File: config.mk
export PLATFORM = sky130hd
export DESIGN_NAME = tdm_demux16_flat
export DESIGN_NICKNAME = d
export VERILOG_FILES = /design/src/rtl/tdm_demux16_if.sv /design/src/rtl/tdm_demux16.sv /design/src/flat_wrapper.sv
export SDC_FILE = /design/constraint.sdc
export NUM_CORES = 1
export LEC_CHECK = 0
export BUFFER_PORTS_ARGS = -buffer_cell sky130_fd_sc_hd__buf_2
export CAP_MARGIN = 20
export CELL_PAD_IN_SITES_DETAIL_PLACEMENT = 0
export CELL_PAD_IN_SITES_GLOBAL_PLACEMENT = 2
export CORE_UTILIZATION = 36
export DETAILED_ROUTE_END_ITERATION = 7
export PLACE_DENSITY = 0.8
export SLEW_MARGIN = 30
export SYNTH_ARGS = -nofsm -noshare
export SYNTH_HDL_FRONTEND = slang
export SYNTH_SLANG_ARGS = --single-unit
File: constraint.sdc
create_clock -name clk -period 4.7 [get_ports clk]
set_input_delay 0.705 -clock clk [delete_from_list [all_inputs] [get_ports clk]]
set_output_delay 0.705 -clock clk [all_outputs]
set_load 0.01 [all_outputs]
File: src/rtl/tdm_demux16_if.sv
// Serial TDM input side and demultiplexed frame/status side of tdm_demux16.
interface tdm_demux16_if;
    logic        din;
    logic        din_valid;
    logic        frame_sync;
    logic [15:0] dout;
    logic        dout_valid;
    logic [3:0]  slot;
    logic        locked;
    logic        frame_err;

    modport slave (
        input  din, din_valid, frame_sync,
        output dout, dout_valid, slot, locked, frame_err
    );

    modport master (
        output din, din_valid, frame_sync,
        input  dout, dout_valid, slot, locked, frame_err
    );
endinterface

File: src/rtl/tdm_demux16.sv
// 16-slot serial TDM frame demultiplexer with HUNT/RUN sync lock and error-counted lock loss.
// Latency: 1 clk from the slot-15 bit to dout_valid; no backpressure, din_valid gaps simply stall the slot counter.
module tdm_demux16 #(
    parameter int ERR_LIMIT = 3
) (
    input  logic         clk,
    input  logic         rst_n,
    tdm_demux16_if.slave bus
);
    localparam int CW = (ERR_LIMIT < 2) ? 1 : $clog2(ERR_LIMIT + 1);

    typedef enum logic {HUNT, RUN} state_e;

    state_e        state_q, state_d;
    logic [3:0]    slot_q, slot_d;
    logic [14:0]   shadow_q, shadow_d;
    logic [15:0]   dout_q, dout_d;
    logic          dout_vld_q, dout_vld_d;
    logic          frame_err_q, frame_err_d;
    logic [CW-1:0] err_q, err_d;
    logic          err_hit;

    // This error is the one that reaches ERR_LIMIT; counter never exceeds the limit.
    assign err_hit = (err_q >= CW'(ERR_LIMIT - 1));

    always_comb begin
        state_d     = state_q;
        slot_d      = slot_q;
        shadow_d    = shadow_q;
        dout_d      = dout_q;
        dout_vld_d  = 1'b0;
        frame_err_d = 1'b0;
        err_d       = err_q;
        if (bus.din_valid) begin
            case (state_q)
                HUNT: begin
                    slot_d = 4'd0;
                    if (bus.frame_sync) begin
                        shadow_d[0] = bus.din;
                        slot_d      = 4'd1;
                        state_d     = RUN;
                    end
                end
                RUN: begin
                    if (slot_q == 4'd0 && bus.frame_sync) begin
                        shadow_d[0] = bus.din;
                        slot_d      = 4'd1;
                        err_d       = '0;
                    end else if (slot_q == 4'd0 || bus.frame_sync) begin
                        frame_err_d = 1'b1;
                        if (err_hit) begin
                            // Lock loss wins over restarting on an early sync bit.
                            state_d = HUNT;
                            slot_d  = 4'd0;
                            err_d   = '0;
                        end else begin
                            err_d = err_q + CW'(1);
                            if (bus.frame_sync) begin
                                shadow_d[0] = bus.din;
                                slot_d      = 4'd1;
                            end
                        end
                    end else if (slot_q == 4'd15) begin
                        dout_d     = {bus.din, shadow_q};
                        dout_vld_d = 1'b1;
                        slot_d     = 4'd0;
                        err_d      = '0;
                    end else begin
                        shadow_d[slot_q] = bus.din;
                        slot_d           = slot_q + 4'd1;
                    end
                end
                default: state_d = HUNT;
            endcase
        end
    end

    always_ff @(posedge clk) begin
        if (!rst_n) begin
            state_q     <= HUNT;
            slot_q      <= 4'd0;
            shadow_q    <= '0;
            dout_q      <= 16'h0000;
            dout_vld_q  <= 1'b0;
            frame_err_q <= 1'b0;
            err_q       <= '0;
        end else begin
            state_q     <= state_d;
            slot_q      <= slot_d;
            shadow_q    <= shadow_d;
            dout_q      <= dout_d;
            dout_vld_q  <= dout_vld_d;
            frame_err_q <= frame_err_d;
            err_q       <= err_d;
        end
    end

    assign bus.dout       = dout_q;
    assign bus.dout_valid = dout_vld_q;
    assign bus.slot       = slot_q;
    assign bus.locked     = (state_q == RUN);
    assign bus.frame_err  = frame_err_q;
endmodule
File: src/flat_wrapper.sv
// flat-port wrapper written by rule: the top's interface ports become plain ports
module tdm_demux16_flat 
#(
    parameter int ERR_LIMIT = 3
)
  (clk, rst_n, bus_din, bus_din_valid, bus_frame_sync, bus_dout, bus_dout_valid, bus_slot, bus_locked, bus_frame_err);
  tdm_demux16_if bus_i ();
  input  logic clk;
  input  logic rst_n;
  input wire logic [$bits(bus_i.din)-1:0] bus_din;
  input wire logic [$bits(bus_i.din_valid)-1:0] bus_din_valid;
  input wire logic [$bits(bus_i.frame_sync)-1:0] bus_frame_sync;
  output wire logic [$bits(bus_i.dout)-1:0] bus_dout;
  output wire logic [$bits(bus_i.dout_valid)-1:0] bus_dout_valid;
  output wire logic [$bits(bus_i.slot)-1:0] bus_slot;
  output wire logic [$bits(bus_i.locked)-1:0] bus_locked;
  output wire logic [$bits(bus_i.frame_err)-1:0] bus_frame_err;
  assign bus_i.din = bus_din;
  assign bus_i.din_valid = bus_din_valid;
  assign bus_i.frame_sync = bus_frame_sync;
  assign bus_dout = bus_i.dout;
  assign bus_dout_valid = bus_i.dout_valid;
  assign bus_slot = bus_i.slot;
  assign bus_locked = bus_i.locked;
  assign bus_frame_err = bus_i.frame_err;
  tdm_demux16 #(.ERR_LIMIT(ERR_LIMIT)) u_core (.clk(clk), .rst_n(rst_n), .bus(bus_i));
endmodule
Yosys cells after proc, flatten, opt, wreduce, memory -nomap -nowiden
Index checks and enable logic that the tools add are counted.
- $lt $le $gt $ge: 3
- equality and inequality tests: 4
- add/subtract/negate cells: 2
- reduce and logical (&&, ||, !) cells: 12
- multiplexer cells: 27
- bitwise operators: 6
- operators by type and width (cell ; number):
    $mux W4 ; 5
    $bwmux W15 ; 1
    $mux W1 ; 13
    $reduce_and A5 Y1 ; 2
    $mux W2 ; 4
    $ne A4 B4 Y1 const B ; 2
    $pmux W4 S2 ; 1
    $not A1 Y1 ; 6
    $reduce_and A3 Y1 ; 2
    $lt A4 B5 Y1 const B ; 1
    $ne A5 B5 Y1 const B ; 1
    $reduce_or A5 Y1 ; 1
    $add A4 B1 Y4 const B ; 1
    $demux W1 S4 ; 1
    $eq A4 B4 Y1 const B ; 1
    $ge A4 B1 Y1 const B ; 1
    $logic_not A4 Y1 ; 1
    $pmux W1 S2 ; 2
    $reduce_or A4 Y1 ; 1
    $reduce_bool A3 Y1 ; 1
    $add A2 B1 Y2 const B ; 1
    $ge A2 B2 Y1 const B ; 1
    $logic_and A1 B1 Y1 ; 2
    $reduce_and A2 Y1 ; 1
    $logic_or A1 B1 Y1 ; 1
- flip-flop bits (word level): 40
- output and inout bits: 23
- word-level logic and storage cells: 62
- input bits: 5

Logic depth before layout (Yosys ltp)
Gate-level depths: netlist of run 1.
- word-level depth: 9
- mapped depth: 10
- depth with buffers taken out: 9

Worst setup path after synthesis of run 1
OpenSTA, ideal clock, no wires.
- path type: register to register
- start point: register u_core.slot_q[2] (netlist: u_core.bus.slot[2])
- end point: register u_core.shadow_q[2]
- buffers on the path: 2
- period minus slack after synthesis: 2.280 ns
- setup slack: 2.420 ns
- cell stages (with the launch flop): 11
- setup time: 0.135 ns
- data required time: 4.565 ns
- arrival time: 2.145 ns
- cells stage by stage: dfxtp_1 clkbuf_1 nor2_1 nand2_1 inv_1 ha_1 and4b_1 buf_4 nand3_1 o311ai_0 o41ai_1
- word-level cells in the longest chain between the ends: 5
- elaborated cells between the ends (all ways): 14
- classes of those cells: order compare: 2; eq/ne: 1; mux: 3; bitwise: 3; reduce/logical: 5
- RTL lines (element ; RTL line ; text):
    from (decl) ; tdm_demux16.sv:15 ; logic [3:0] slot_q, slot_d;
    from (signal assigned) ; tdm_demux16.sv:89 ; slot_q <= slot_d;
    $lt A4 B5 Y1 (implied by the code) or $ge A4 B1 Y1 (tied branches) ; tdm_demux16.sv:69 ; shadow_d[slot_q] = bus.din;
    $logic_and A1 B1 Y1 (implied by the code) ; tdm_demux16.sv:69 ;
    $mux W1 (implied by the code) ; tdm_demux16.sv:69 ;
    $demux W1 S4 ; -- ;
    $bwmux W15 ; tdm_demux16.sv:69 ;
    to (signal assigned) ; tdm_demux16.sv:90 ; shadow_q <= shadow_d;
    to (decl) ; tdm_demux16.sv:16 ; logic [14:0] shadow_q, shadow_d;
Parallel ways exist; a longest one is shown, timed or not.
A chain may end at the register's enable or synchronous reset.

Worst setup path after layout of run 1
- start point: register u_core.slot_q[0] (netlist: u_core.bus.slot[0])
- end point: register u_core.shadow_q[1]
The elaborated chain is that of the path after synthesis.

==> reports/results.tsv, run 1 <==
stage	metric	value	unit
outcome	outcome	finished clean	
pwr	net-switching-power	150	µW
final_layout	finalCoreUtilization	43.8	%
route	vias	1572	
setup_path	worstPathMaxFanout	10	
die	die_height	73.3	µm
pwr	internal_power	526	µW
timing	setup_ws_final	1.97	ns
logic_synthesis	asyncSetResetFlopFracSynth	0	%
clocking	clock_path_buffers	2	
final_layout	area_growth_syn_to_layout	15.3	%
final_layout	design.final.nets	247	
timing	finalSetupTns	0	ns
timing	timing.final.hold_violations	0	
logic_synthesis	synth_edf_count	0	
clocking	cts_hold_repair.buffers	0	
route	drt-initial-drc-count	65	
die	die_x	73.3	µm
clocking	cts.sinks	40	
clocking	clk_tree_root_cell	sky130_fd_sc_hd__clkbuf_8	
final_layout	final-seq-area	801	µm²
worst_hold_path	worst_hold_path_type	reg -> reg	
place	post-dp-hpwl	2760	µm
global_route	grt_pass1_wl	6910	µm
route	detail_route.wl_per_cell	13.3	µm
die	ioPinCount	28	
die	dieArea	5370	µm²
pwr	power	675	µW
final_layout	final_area	2110	µm²
place	place.detailed.instances	293	
logic_synthesis	synth-seq-cells	40	
clocking	cts_buffers	5	
final_layout	antenna_cells	0	
global_route	grt_remaining_overflow	0	
route	detail_route.vias_per_cell	5.22	
final_layout	area_of_the_multi_input_gates	938	µm²
clocking	ctsHtreeMaxLevel	2	
logic_synthesis	sequential_cell_area_fraction_in_the_yosys_report	43.8	%
timing	period_share	58.0	%
logic_synthesis	post_synth_most_frequent_cells	sky130_fd_sc_hd__nand2_1, sky130_fd_sc_hd__dfxtp_1, sky130_fd_sc_hd__a21oi_1	
timing	finalSetupViolations	0	
die	initial_core_util	38.0	%
setup_path	cp.buffers_inverters	2	
route	dr.pass1.iters	4	
setup_path	crit_path_dat	2.88	ns
clocking	cts_setup_buffers	0	
pwr	sequentialPowerShare	51.0	%
final_layout	fillers	510	
place	port_buffers	27	
logic_synthesis	synthCells	213	
route	postRouteWirelength	4020	µm
global_route	grt_antenna_before_repair	0	
die	num_rows	25	
place	pre_cts_slack	2.03	ns
setup_path	timing.critical_path.max_delay_family	simple AND/OR/NAND/NOR gates	
job	timing.max_cap.violations	0	
pwr	power_density	320	nW/µm²
timing	finalMaxSlewViolations	0	
global_route	grtUsageTotal	17.0	%
setup_path	crit_chain	inv_1 > ha_1 > nand2_1 > inv_1 > ha_1 > and4b_1 > nand3_1 > o311ai_0 > o41ai_1	
clocking	cts_resized	0	
pwr	switching_share	22.2	%
setup_path	setup.worst_path.start_class	flop	
clocking	clock_insertion_delay_worst_skew	0.29	ns
route	drc_violation_count_after_routing	0	
pwr	power.ir.vdd_worst	0.0908	mV
clocking	cts.reportedPaths.clkPinSlew	0.08	ns
die	core	4820	µm²
logic_synthesis	synthTopCellsByArea	sky130_fd_sc_hd__dfxtp_1, sky130_fd_sc_hd__nand2_1, sky130_fd_sc_hd__ha_1	
logic_synthesis	yosys.area.top_type	sky130_fd_sc_hd__dfxtp_1	
clocking	cts_tree	done	
timing	worst_hold_slack	0.451	ns
logic_synthesis	synth_top_cell_area_share	43.8	%
logic_synthesis	synthDistinctLibCells	38	
timing	skew	0.00499	ns
setup_path	crit_path_top_delay_cell	sky130_fd_sc_hd__and4b_1	
setup_path	setup.worst_path.class	reg -> reg	
final_layout	final_cells	301	
global_route	first_global_vias	1462	
logic_synthesis	ys_warn_count	0	
timing	maximum_achievable_frequency	0.367	GHz
setup_path	cp_data_required_time	4.86	ns
final_layout	layout-drive-gt1-share	17.1	%
global_route	grt_max_degree	24	
logic_synthesis	syn-num-nets	227	
logic_synthesis	mappedNetlistArea	1830	µm²
place	placedInstanceArea	1990	µm²
route	detail-route-antenna-nets	0	
pwr	pwr-share-clk	43.9	%
pwr	pwr-share-comb	5.1	%
timing	rsz0062_at_grt	no	
setup_path	end_kind	flop	
timing	maxSlewHeadroom	50.8	%
timing	tightest_slew	0.737	ns
setup_path	slowest_delay	0.49	ns
logic_synthesis	synth.avg_cell_area	8.59	µm²
logic_synthesis	synthMostInstantiatedCell	sky130_fd_sc_hd__nand2_1	
place	place_congestion	0.923	
timing	final_worst_path_period_need	2.73	ns
pwr	total_leakage_power	0.838	nW
logic_synthesis	synthFlopType	sky130_fd_sc_hd__dfxtp_1	
[tightest hold or removal path: cells and delay by family, from the launching register on]
| family | cells | cell delay (ns) |
|---|---|---|
| AOI/OAI and AO/OA | 1 | 0.05 |
| DFF | 1 | 0.31 |
| and+or+nand+nor | 1 | 0.05 |
[state kept, by name, summed over array words and instances, names as in the netlist]
name	cells
u_core.bus.dout_valid	1
u_core.shadow_q	15
u_core.err_q	2
u_core.bus.slot	4
u_core.bus.locked	1
u_core.bus.frame_err	1
u_core.bus.dout	16
[kinds of logic (layout without fill, tap and decap cells)]
family / after synthesis / after routing / share of synthesized area (%)
AO/OA/AOI/OAI: 46 / 46 / 16.6
adder cells (fa/ha/maj): 9 / 9 / 6.16
buffers and inverters: 22 / 43 / 5.06
flip-flops: 40 / 40 / 43.8
multiplexers: 9 / 9 / 4.92
AND/OR/NAND/NOR: 87 / 87 / 23.5
[path summary, 6_finish.rpt]
kind	startpoint	endpoint	cells after the start	slack, ns
max	u_core.bus.slot[0]$_SDFFE_PN0P_	u_core.shadow_q[1]$_SDFFE_PN0P_	9	1.97
max reg2reg	u_core.bus.slot[0]$_SDFFE_PN0P_	u_core.shadow_q[1]$_SDFFE_PN0P_	9	1.97
min	u_core.bus.dout[5]$_SDFFE_PN0P_	u_core.bus.dout[5]$_SDFFE_PN0P_	2	0.45
min reg2reg	u_core.bus.dout[5]$_SDFFE_PN0P_	u_core.bus.dout[5]$_SDFFE_PN0P_	2	0.45
[per-layer routing]
layer | share of wire, % | GRT usage, % | vias up
li1 | - | - | 788
met3 | 4.6 | 4.66 | 6
met2 | 43 | 25.6 | 47
met4 | 1.1 | 6.75 | 0
met1 | 51 | 22.9 | 731
met5 | 0 | 0 | -
[power by group through the flow]
stage | Combinational (mW) | Clock [mW] | Sequential [mW]
2_1_floorplan | 0.0247 | 0 | 0.351
3_3_place_gp | 0.0331 | 0 | 0.352
3_5_place_dp | 0.0344 | 0 | 0.352
4_1_cts | 0.0344 | 0.304 | 0.344
5_1_grt | 0.0381 | 0.320 | 0.345
6_report | 0.0342 | 0.297 | 0.344
[cell type report]
class                      count  share of cell area, %
inverter                       8                   1.42
clock inverter                 2                   1.84
sequential                    40                   38.0
clock buffer                   6                   3.91
tap                           67                   3.97
timing repair buffer          27                   6.41
multi-input combinational    151                   44.5
[cell usage in the layout, fill, tap and decap left out, types with 3 or more instances in the layout]
master                     synthesis  layout
sky130_fd_sc_hd__a21oi_1          21      21
sky130_fd_sc_hd__inv_1             8       8
sky130_fd_sc_hd__o31ai_1           4       4
sky130_fd_sc_hd__nand3_1           9       9
sky130_fd_sc_hd__nor2_1           10       9
sky130_fd_sc_hd__dfxtp_1          40      40
sky130_fd_sc_hd__mux2i_1           9       9
sky130_fd_sc_hd__clkbuf_8          0       6
sky130_fd_sc_hd__ha_1              9       9
sky130_fd_sc_hd__o21ai_0           3       3
sky130_fd_sc_hd__nand4_1           3       3
sky130_fd_sc_hd__nor2b_1           8       8
sky130_fd_sc_hd__buf_2             5      27
sky130_fd_sc_hd__nand2_1          42      42
sky130_fd_sc_hd__o211ai_1          6       6
Note: power is estimated with default switching activity, not from simulation.
==> run 2, diff against run 1 <==
--- a/config.mk
+++ b/config.mk
@@ -5,13 +5,14 @@
 export SDC_FILE = /design/constraint.sdc
 export NUM_CORES = 1
 export LEC_CHECK = 0
+export ABC_AREA = 1
 export BUFFER_PORTS_ARGS = -buffer_cell sky130_fd_sc_hd__buf_2
 export CAP_MARGIN = 20
 export CELL_PAD_IN_SITES_DETAIL_PLACEMENT = 0
 export CELL_PAD_IN_SITES_GLOBAL_PLACEMENT = 2
-export CORE_UTILIZATION = 36
+export CORE_UTILIZATION = 31
 export DETAILED_ROUTE_END_ITERATION = 7
-export PLACE_DENSITY = 0.8
+export PLACE_DENSITY = 0.75
 export SLEW_MARGIN = 30
 export SYNTH_ARGS = -nofsm -noshare
 export SYNTH_HDL_FRONTEND = slang
==> constraint.sdc (replaced) <==
create_clock -name clk -period 2.67 [get_ports clk]
set_input_delay 0.4005 -clock clk [delete_from_list [all_inputs] [get_ports clk]]
set_output_delay 0.4005 -clock clk [all_outputs]
set_load 0.01 [all_outputs]
==> reports/results.tsv, run 2 <==
stage	metric	value	unit	change
logic_synthesis	ys_warn_count	0		unchanged
timing	setup_ws_final	0.326	ns	-1.65 ns
logic_synthesis	syn-num-nets	303		+33%
final_layout	layout.cells.most_common_list	sky130_fd_sc_hd__nor2_1, sky130_fd_sc_hd__nand2_1, sky130_fd_sc_hd__dfxtp_1, sky130_fd_sc_hd__inv_1, sky130_fd_sc_hd__buf_2		
setup_path	critical_path.most_common_cell	sky130_fd_sc_hd__inv_1		
die	ioPinCount	28		unchanged
logic_synthesis	sequential_cell_area_fraction_in_the_yosys_report	40.8	%	-3.0 points
setup_path	end_kind	flop		
place	post-dp-hpwl	3530	µm	+28%
timing	worst_hold_slack	0.454	ns	+0.00271 ns
place	port_buffers	27		unchanged
clocking	cts_hold_repair.buffers	0		unchanged
clocking	cts_buffers	5		unchanged
pwr	net-switching-power	304	µW	+100%
clocking	cts.sinks	40		unchanged
logic_synthesis	synthFlopType	sky130_fd_sc_hd__dfxtp_1		
timing	finalSetupViolations	0		unchanged
timing	maxSlewHeadroom	76.8	%	+26 points
timing	finalSetupTns	0	ns	unchanged
outcome	outcome	finished clean		
logic_synthesis	synthMuxAreaShare	0	%	-4.9 points
logic_synthesis	yosys.area.top_type	sky130_fd_sc_hd__dfxtp_1		
global_route	grtUsageTotal	15.5	%	-1.4 points
die	initial_core_util	32.6	%	-5.4 points
route	vias	1731		+10%
place	place_congestion	0.784		-15%
route	dr.pass1.iters	4		unchanged
clocking	clock_path_buffers	2		unchanged
final_layout	layout_commonest_cell	sky130_fd_sc_hd__nor2_1		
logic_synthesis	synth_edf_count	0		unchanged
die	core	6030	µm²	+25%
clocking	cts_tree	done		
global_route	grt_remaining_overflow	0		unchanged
pwr	power	1.15	mW	+70%
worst_hold_path	hold_critical_path_depth	2		unchanged
timing	finalMaxSlewViolations	0		unchanged
timing	skew	0.00834	ns	+0.00335 ns
pwr	total_leakage_power	1.11	nW	+32%
timing	final_worst_path_period_need	2.34	ns	-0.381 ns
place	placedInstanceArea	2170	µm²	+8.9%
logic_synthesis	synth.avg_cell_area	6.80	µm²	-21%
setup_path	timing.reg2reg.worst_path_depth	13		+4
pwr	internal_power	843	µW	+60%
pwr	sequentialPowerShare	53.3	%	+2.3 points
setup_path	worstPathMaxFanout	11		+1
timing	period_share	87.8	%	+30 points
pwr	power.ir.vdd_worst	0.202	mV	+120%
logic_synthesis	synth-seq-cells	40		unchanged
pwr	pwr-share-comb	8.7	%	+3.6 points
clocking	clk_tree_root_cell	sky130_fd_sc_hd__clkbuf_8		
route	detail_route.vias_per_cell	4.39		-16%
final_layout	antenna_cells	0		unchanged
route	drt-initial-drc-count	110		+69%
global_route	first_global_vias	1531		+4.7%
timing	rsz0062_at_grt	no		
pwr	power_density	507	nW/µm²	+58%
die	die_height	81.6	µm	+11%
setup_path	crit_path_top_delay_cell	sky130_fd_sc_hd__dfxtp_1		
global_route	grt_antenna_before_repair	0		unchanged
logic_synthesis	asyncSetResetFlopFracSynth	0	%	unchanged
timing	timing.final.hold_violations	0		unchanged
setup_path	cp_data_required_time	2.90	ns	-1.96 ns
clocking	clock_insertion_delay_worst_skew	0.30	ns	about the same
logic_synthesis	synth_top_cell_area_share	40.8	%	-3.0 points
setup_path	r2r_setup_slack	0.33	ns	-1.65 ns
timing	maximum_achievable_frequency	0.427	GHz	+16%
logic_synthesis	synthCells	289		+36%
route	detail_route.wl_per_cell	12.3	µm	-8.0%
global_route	grt_max_degree	24		unchanged
route	postRouteWirelength	4840	µm	+20%
timing	tightest_slew	0.348	ns	-0.389 ns
logic_synthesis	synthDistinctLibCells	21		-45%
pwr	pwr-share-clk	37.9	%	-6.0 points
route	drc_violation_count_after_routing	0		unchanged
logic_synthesis	post_synthesis_compound_gate_area_fraction	11.6	%	-5.0 points
logic_synthesis	synthMostInstantiatedCell	sky130_fd_sc_hd__nor2_1		
setup_path	setup.worst_path.class	reg -> reg		
final_layout	final_area	2260	µm²	+7.3%
clocking	cts_resized	0		unchanged
final_layout	design.final.nets	332		+34%
logic_synthesis	mappedNetlistArea	1960	µm²	+7.4%
logic_synthesis	synth_top_family_by_area	simple AND/OR/NAND/NOR gates		
place	pre_cts_slack	0.356	ns	-1.67 ns
job	timing.max_cap.violations	0		unchanged
logic_synthesis	synth-adder-area-share	5.73	%	-0.42 points
global_route	grt_pass1_wl	7620	µm	+10%
pwr	switching_share	26.5	%	+4.3 points
clocking	cts_setup_buffers	0		unchanged
setup_path	crit_chain	inv_1 > ha_1 > nand2_1 > inv_1 > ha_1 > inv_1 > nand2_2 > nor2_4 > nand2_2 > nor2_4 > buf_4 > nand3_1 > a21oi_1		
logic_synthesis	post_synth_most_frequent_cells	sky130_fd_sc_hd__nor2_1, sky130_fd_sc_hd__nand2_1, sky130_fd_sc_hd__dfxtp_1		
clocking	cts.reportedPaths.clkPinSlew	0.08	ns	about the same
logic_synthesis	yosys.area_share.xor_xnor	0	%	unchanged
setup_path	crit_path_dat	2.57	ns	-0.31 ns
clocking	ctsHtreeMaxLevel	2		unchanged
worst_hold_path	worst_hold_path_type	reg -> reg		
route	detail-route-antenna-nets	0		unchanged
die	die_x	81.6	µm	+11%
final_layout	layout-drive-gt1-share	16.6	%	-0.48 points
setup_path	slowest_delay	0.40	ns	-0.09 ns
logic_synthesis	synth_simple_gate_area_share	31.3	%	+7.8 points
final_layout	largest_reg_flops	16		unchanged
die	num_rows	28		+12%
setup_path	setup.worst_path.start_class	flop		
die	dieArea	6660	µm²	+24%
logic_synthesis	synthTopCellsByArea	sky130_fd_sc_hd__dfxtp_1, sky130_fd_sc_hd__nor2_1, sky130_fd_sc_hd__nand2_1		
final_layout	area_growth_syn_to_layout	15.2	%	about the same
[run 2: cell count changes after synthesis, sizes merged, moves of 4 or more]
cell and change:
clkbuf -5, inv +30, mux2i -9, nand2 +24, nor2 +53, nor2b -8
o211ai -6, o21ai +19, o31ai -4
[run 2: cell type report]
class | instances | area (µm²)
Tap cell | 75 | 93.8
Multi-Input combinational cell | 201 | 956
Clock buffer | 6 | 82.6
Clock inverter | 2 | 15.0
Fill cell | 659 | 3760
Sequential cell | 40 | 801
Inverter | 38 | 143
Timing Repair Buffer | 32 | 173
[run 2: power by group through the flow]
stage | Combinational [mW] | Clock (mW) | Sequential (mW)
floorplan | 0.0705 | 0 | 0.626
finish | 0.100 | 0.435 | 0.611
global placement | 0.104 | 0 | 0.626
detailed placement | 0.101 | 0 | 0.626
CTS | 0.102 | 0.451 | 0.612
global route | 0.115 | 0.474 | 0.613
[run 2: cell families (layout without fill, tap and decap cells)]
| group | after synthesis | after routing |
|---|---|---|
| AND/OR/NAND/NOR | 147 | 147 |
| AO/OA/AOI/OAI | 45 | 45 |
| flip-flops | 40 | 40 |
| adder cells (fa/ha/maj) | 9 | 9 |
| buffers and inverters | 48 | 78 |
[run 2: worst paths after layout]
kind	start	endpoint
worst min register to register	u_core.shadow_q[7]$_SDFFE_PN0P_	u_core.bus.dout[7]$_SDFFE_PN0P_
worst min-delay path	u_core.shadow_q[7]$_SDFFE_PN0P_	u_core.bus.dout[7]$_SDFFE_PN0P_
worst max-delay path	u_core.bus.slot[0]$_SDFFE_PN0P_	u_core.shadow_q[5]$_SDFFE_PN0P_
worst max register to register	u_core.bus.slot[0]$_SDFFE_PN0P_	u_core.shadow_q[5]$_SDFFE_PN0P_
[run 2: layer usage]
metal	up-vias	share of wire (%)	GRT usage (%)
li1	950	-	-
met1	748	53	22.3
met2	28	42	22.4
met3	5	3.8	4.00
met4	0	1.1	4.74
met5	-	0	0
[run 2: per-stage QoR]
stage,utilization [%],std cells
4_1_cts,37.6,394
6_report,37.6,394
3_5_place_dp,35.9,386
2_1_floorplan,-,289
3_3_place_gp,35.9,386
5_1_grt,37.6,394
[run 2: worst max-delay path, delay by kind of cell, from the launching register on]
kind	cells	cell delay, ns
buffers and inverters	4	0.53
adder cells (fa/ha/maj)	2	0.47
AO/OA/AOI/OAI	1	0.15
AND/OR/NAND/NOR	6	0.71
flip-flops	1	0.40
==> run 3, diff against run 2 <==
--- a/config.mk
+++ b/config.mk
@@ -12,6 +12,7 @@
 export CELL_PAD_IN_SITES_GLOBAL_PLACEMENT = 2
 export CORE_UTILIZATION = 31
 export DETAILED_ROUTE_END_ITERATION = 7
+export GPL_TIMING_DRIVEN = 0
 export PLACE_DENSITY = 0.75
 export SLEW_MARGIN = 30
 export SYNTH_ARGS = -nofsm -noshare
==> reports/results.tsv, run 3 (synthesized netlist as in run 2, its figures left out) <==
stage	metric	value	unit	change
outcome	outcome	finished clean		
clocking	cts_tree	done		
setup_path	cp.buffers_inverters	3		-1
die	core	6030	µm²	unchanged
route	detail_route.vias_per_cell	4.52		+2.9%
die	num_rows	28		unchanged
timing	maxSlewHeadroom	67.8	%	-9.0 points
route	drc_violation_count_after_routing	0		unchanged
place	port_buffers	25		-7.4%
setup_path	crit_path_top_delay_cell	sky130_fd_sc_hd__dfxtp_1		
timing	finalMaxSlewViolations	0		unchanged
clocking	cts_resized	0		unchanged
pwr	switching_share	26.0	%	-0.45 points
place	place.detailed.instances	389		+0.78%
global_route	grt_max_degree	15		-38%
global_route	grt_remaining_overflow	0		unchanged
place	place_congestion	0.831		+5.9%
clocking	ctsHtreeMaxLevel	2		unchanged
global_route	grtUsageTotal	17.7	%	+2.2 points
clocking	cts_setup_buffers	0		unchanged
final_layout	layout.cells.most_common_list	sky130_fd_sc_hd__nor2_1, sky130_fd_sc_hd__nand2_1, sky130_fd_sc_hd__dfxtp_1, sky130_fd_sc_hd__inv_1, sky130_fd_sc_hd__buf_2		
route	postRouteWirelength	5140	µm	+6.4%
final_layout	design.final.nets	335		+0.90%
pwr	power	1.24	mW	+8.2%
setup_path	crit_chain	inv_1 > ha_1 > nand2_1 > ha_1 > nand4_1 > nor2_1 > buf_2 > buf_2 > a21oi_1		
final_layout	layout_commonest_cell	sky130_fd_sc_hd__nor2_1		
die	initial_core_util	32.6	%	unchanged
route	vias	1794		+3.6%
timing	tightest_slew	0.482	ns	+0.134 ns
setup_path	setup.worst_path.start_class	flop		
timing	timing.final.hold_violations	0		unchanged
job	timing.max_cap.violations	0		unchanged
setup_path	worstPathMaxFanout	10		-1
setup_path	cp_data_required_time	2.87	ns	-0.03 ns
timing	rsz0062_at_grt	no		
pwr	sequentialPowerShare	49.3	%	-4.0 points
clocking	cts_hold_repair.buffers	0		unchanged
timing	final_worst_path_period_need	2.31	ns	-0.0360 ns
pwr	pwr-share-comb	8.4	%	-0.3 points
final_layout	area_growth_syn_to_layout	17.0	%	
final_layout	finalCoreUtilization	38.1	%	+0.58 points
setup_path	crit_path_dat	2.50	ns	-0.07 ns
pwr	total_leakage_power	1.13	nW	+1.8%
die	die_x	81.6	µm	unchanged
pwr	power_density	540	nW/µm²	+6.5%
final_layout	fillers	683		+3.6%
final_layout	largest_reg_flops	16		unchanged
global_route	grt_antenna_before_repair	0		unchanged
clocking	clock_insertion_delay_worst_skew	0.31	ns	about the same
setup_path	slowest_delay	0.40	ns	about the same
timing	finalSetupViolations	0		unchanged
final_layout	final_cells	397		+0.76%
final_layout	antenna_cells	0		unchanged
final_layout	area_of_the_multi_input_gates	956	µm²	unchanged
route	detail_route.wl_per_cell	13.0	µm	+5.6%
route	dr.pass1.iters	4		unchanged
global_route	grt_pass1_wl	8600	µm	+13%
die	dieArea	6660	µm²	unchanged
pwr	pwr-share-clk	42.3	%	+4.4 points
place	post-dp-hpwl	3750	µm	+6.3%
pwr	power.ir.vdd_worst	0.178	mV	-12%
clocking	cts.sinks	40		unchanged
timing	finalSetupTns	0	ns	unchanged
clocking	clock_path_buffers	2		unchanged
setup_path	end_kind	flop		
timing	maximum_achievable_frequency	0.433	GHz	+1.6%
setup_path	timing.critical_path.max_delay_family	buffers and inverters		
clocking	cts.reportedPaths.clkPinSlew	0.09	ns	about the same
worst_hold_path	worst_hold_path_type	in -> reg		
global_route	first_global_vias	1693		+11%
route	drt-initial-drc-count	78		-29%
die	ioPinCount	28		unchanged
final_layout	layout-drive-gt1-share	16.5	%	-0.15 points
pwr	internal_power	917	µW	+8.8%
die	die_height	81.6	µm	unchanged
final_layout	final-seq-area	801	µm²	unchanged
timing	period_share	86.4	%	-1.3 points
timing	skew	0.0107	ns	+0.00232 ns
pwr	net-switching-power	323	µW	+6.3%
setup_path	setup.worst_path.class	reg -> reg		
route	detail-route-antenna-nets	0		unchanged
clocking	clk_tree_root_cell	sky130_fd_sc_hd__clkbuf_8		
clocking	cts_buffers	5		unchanged
==> run 3: cell count changes in the layout (fill, tap and decap cells not counted), sizes merged <==
cell and change:
clkbuf +2, bufinv +1, clkinvlp -1, inv +1
==> run 3: final timing paths <==
| path | startpoint | end | slack [ns] | cells past startpoint |
|---|---|---|---|---|
| min | rst_n | u_core.bus.dout[13]$_SDFFE_PN0P_ | 0.42 | 3 |
| max | u_core.bus.slot[0]$_SDFFE_PN0P_ | u_core.bus.dout[0]$_SDFFE_PN0P_ | 0.36 | 9 |
| max reg2reg | u_core.bus.slot[0]$_SDFFE_PN0P_ | u_core.bus.dout[0]$_SDFFE_PN0P_ | 0.36 | 9 |
| min reg2reg | u_core.shadow_q[12]$_SDFFE_PN0P_ | u_core.bus.dout[12]$_SDFFE_PN0P_ | 0.46 | 2 |
==> run 3: final cells by class <==
class,instances,share of cell area [%]
plain buffers,10,2.83
flip-flops and latches,40,34.8
clock buffers,5,2.99
multi-input cells,201,41.6
repair buffers,25,5.44
clock inverters,3,2.01
well taps,75,4.08
inverters,38,6.21
==> run 3: power by group through the flow <==
| stage | logic, mW | registers (mW) | clock network (mW) |
|---|---|---|---|
| floorplan | 0.0705 | 0.626 | 0 |
| global placement | 0.105 | 0.626 | 0 |
| detailed placement | 0.105 | 0.626 | 0 |
| CTS | 0.105 | 0.612 | 0.543 |
| global route | 0.121 | 0.613 | 0.567 |
| finish | 0.104 | 0.612 | 0.525 |
==> run 3: through the flow <==
step                      setup slack, ns  hold slack (ns)  cell area (µm²)
after global routing               0.0743            0.425             2300
after global placement              0.334            0.446             2180
after detailed placement            0.337            0.452             2180
after floorplan                     0.662            0.429             1960
after CTS                           0.313            0.425             2300
final                               0.362            0.421             2300
==> run 3: routing by layer <==
layer	track usage, %	up-vias	wire length [µm]
met3	4.78	6	171
met5	0	-	0
li1	-	955	-
met4	4.21	0	51
met2	27.6	26	2230
met1	24.2	807	2690
==> run 3: worst min-delay path: stages <==
cell and delay (ns):
sky130_fd_sc_hd__buf_2 0.16, sky130_fd_sc_hd__o21ai_0 0.09, sky130_fd_sc_hd__a21oi_1 0.04
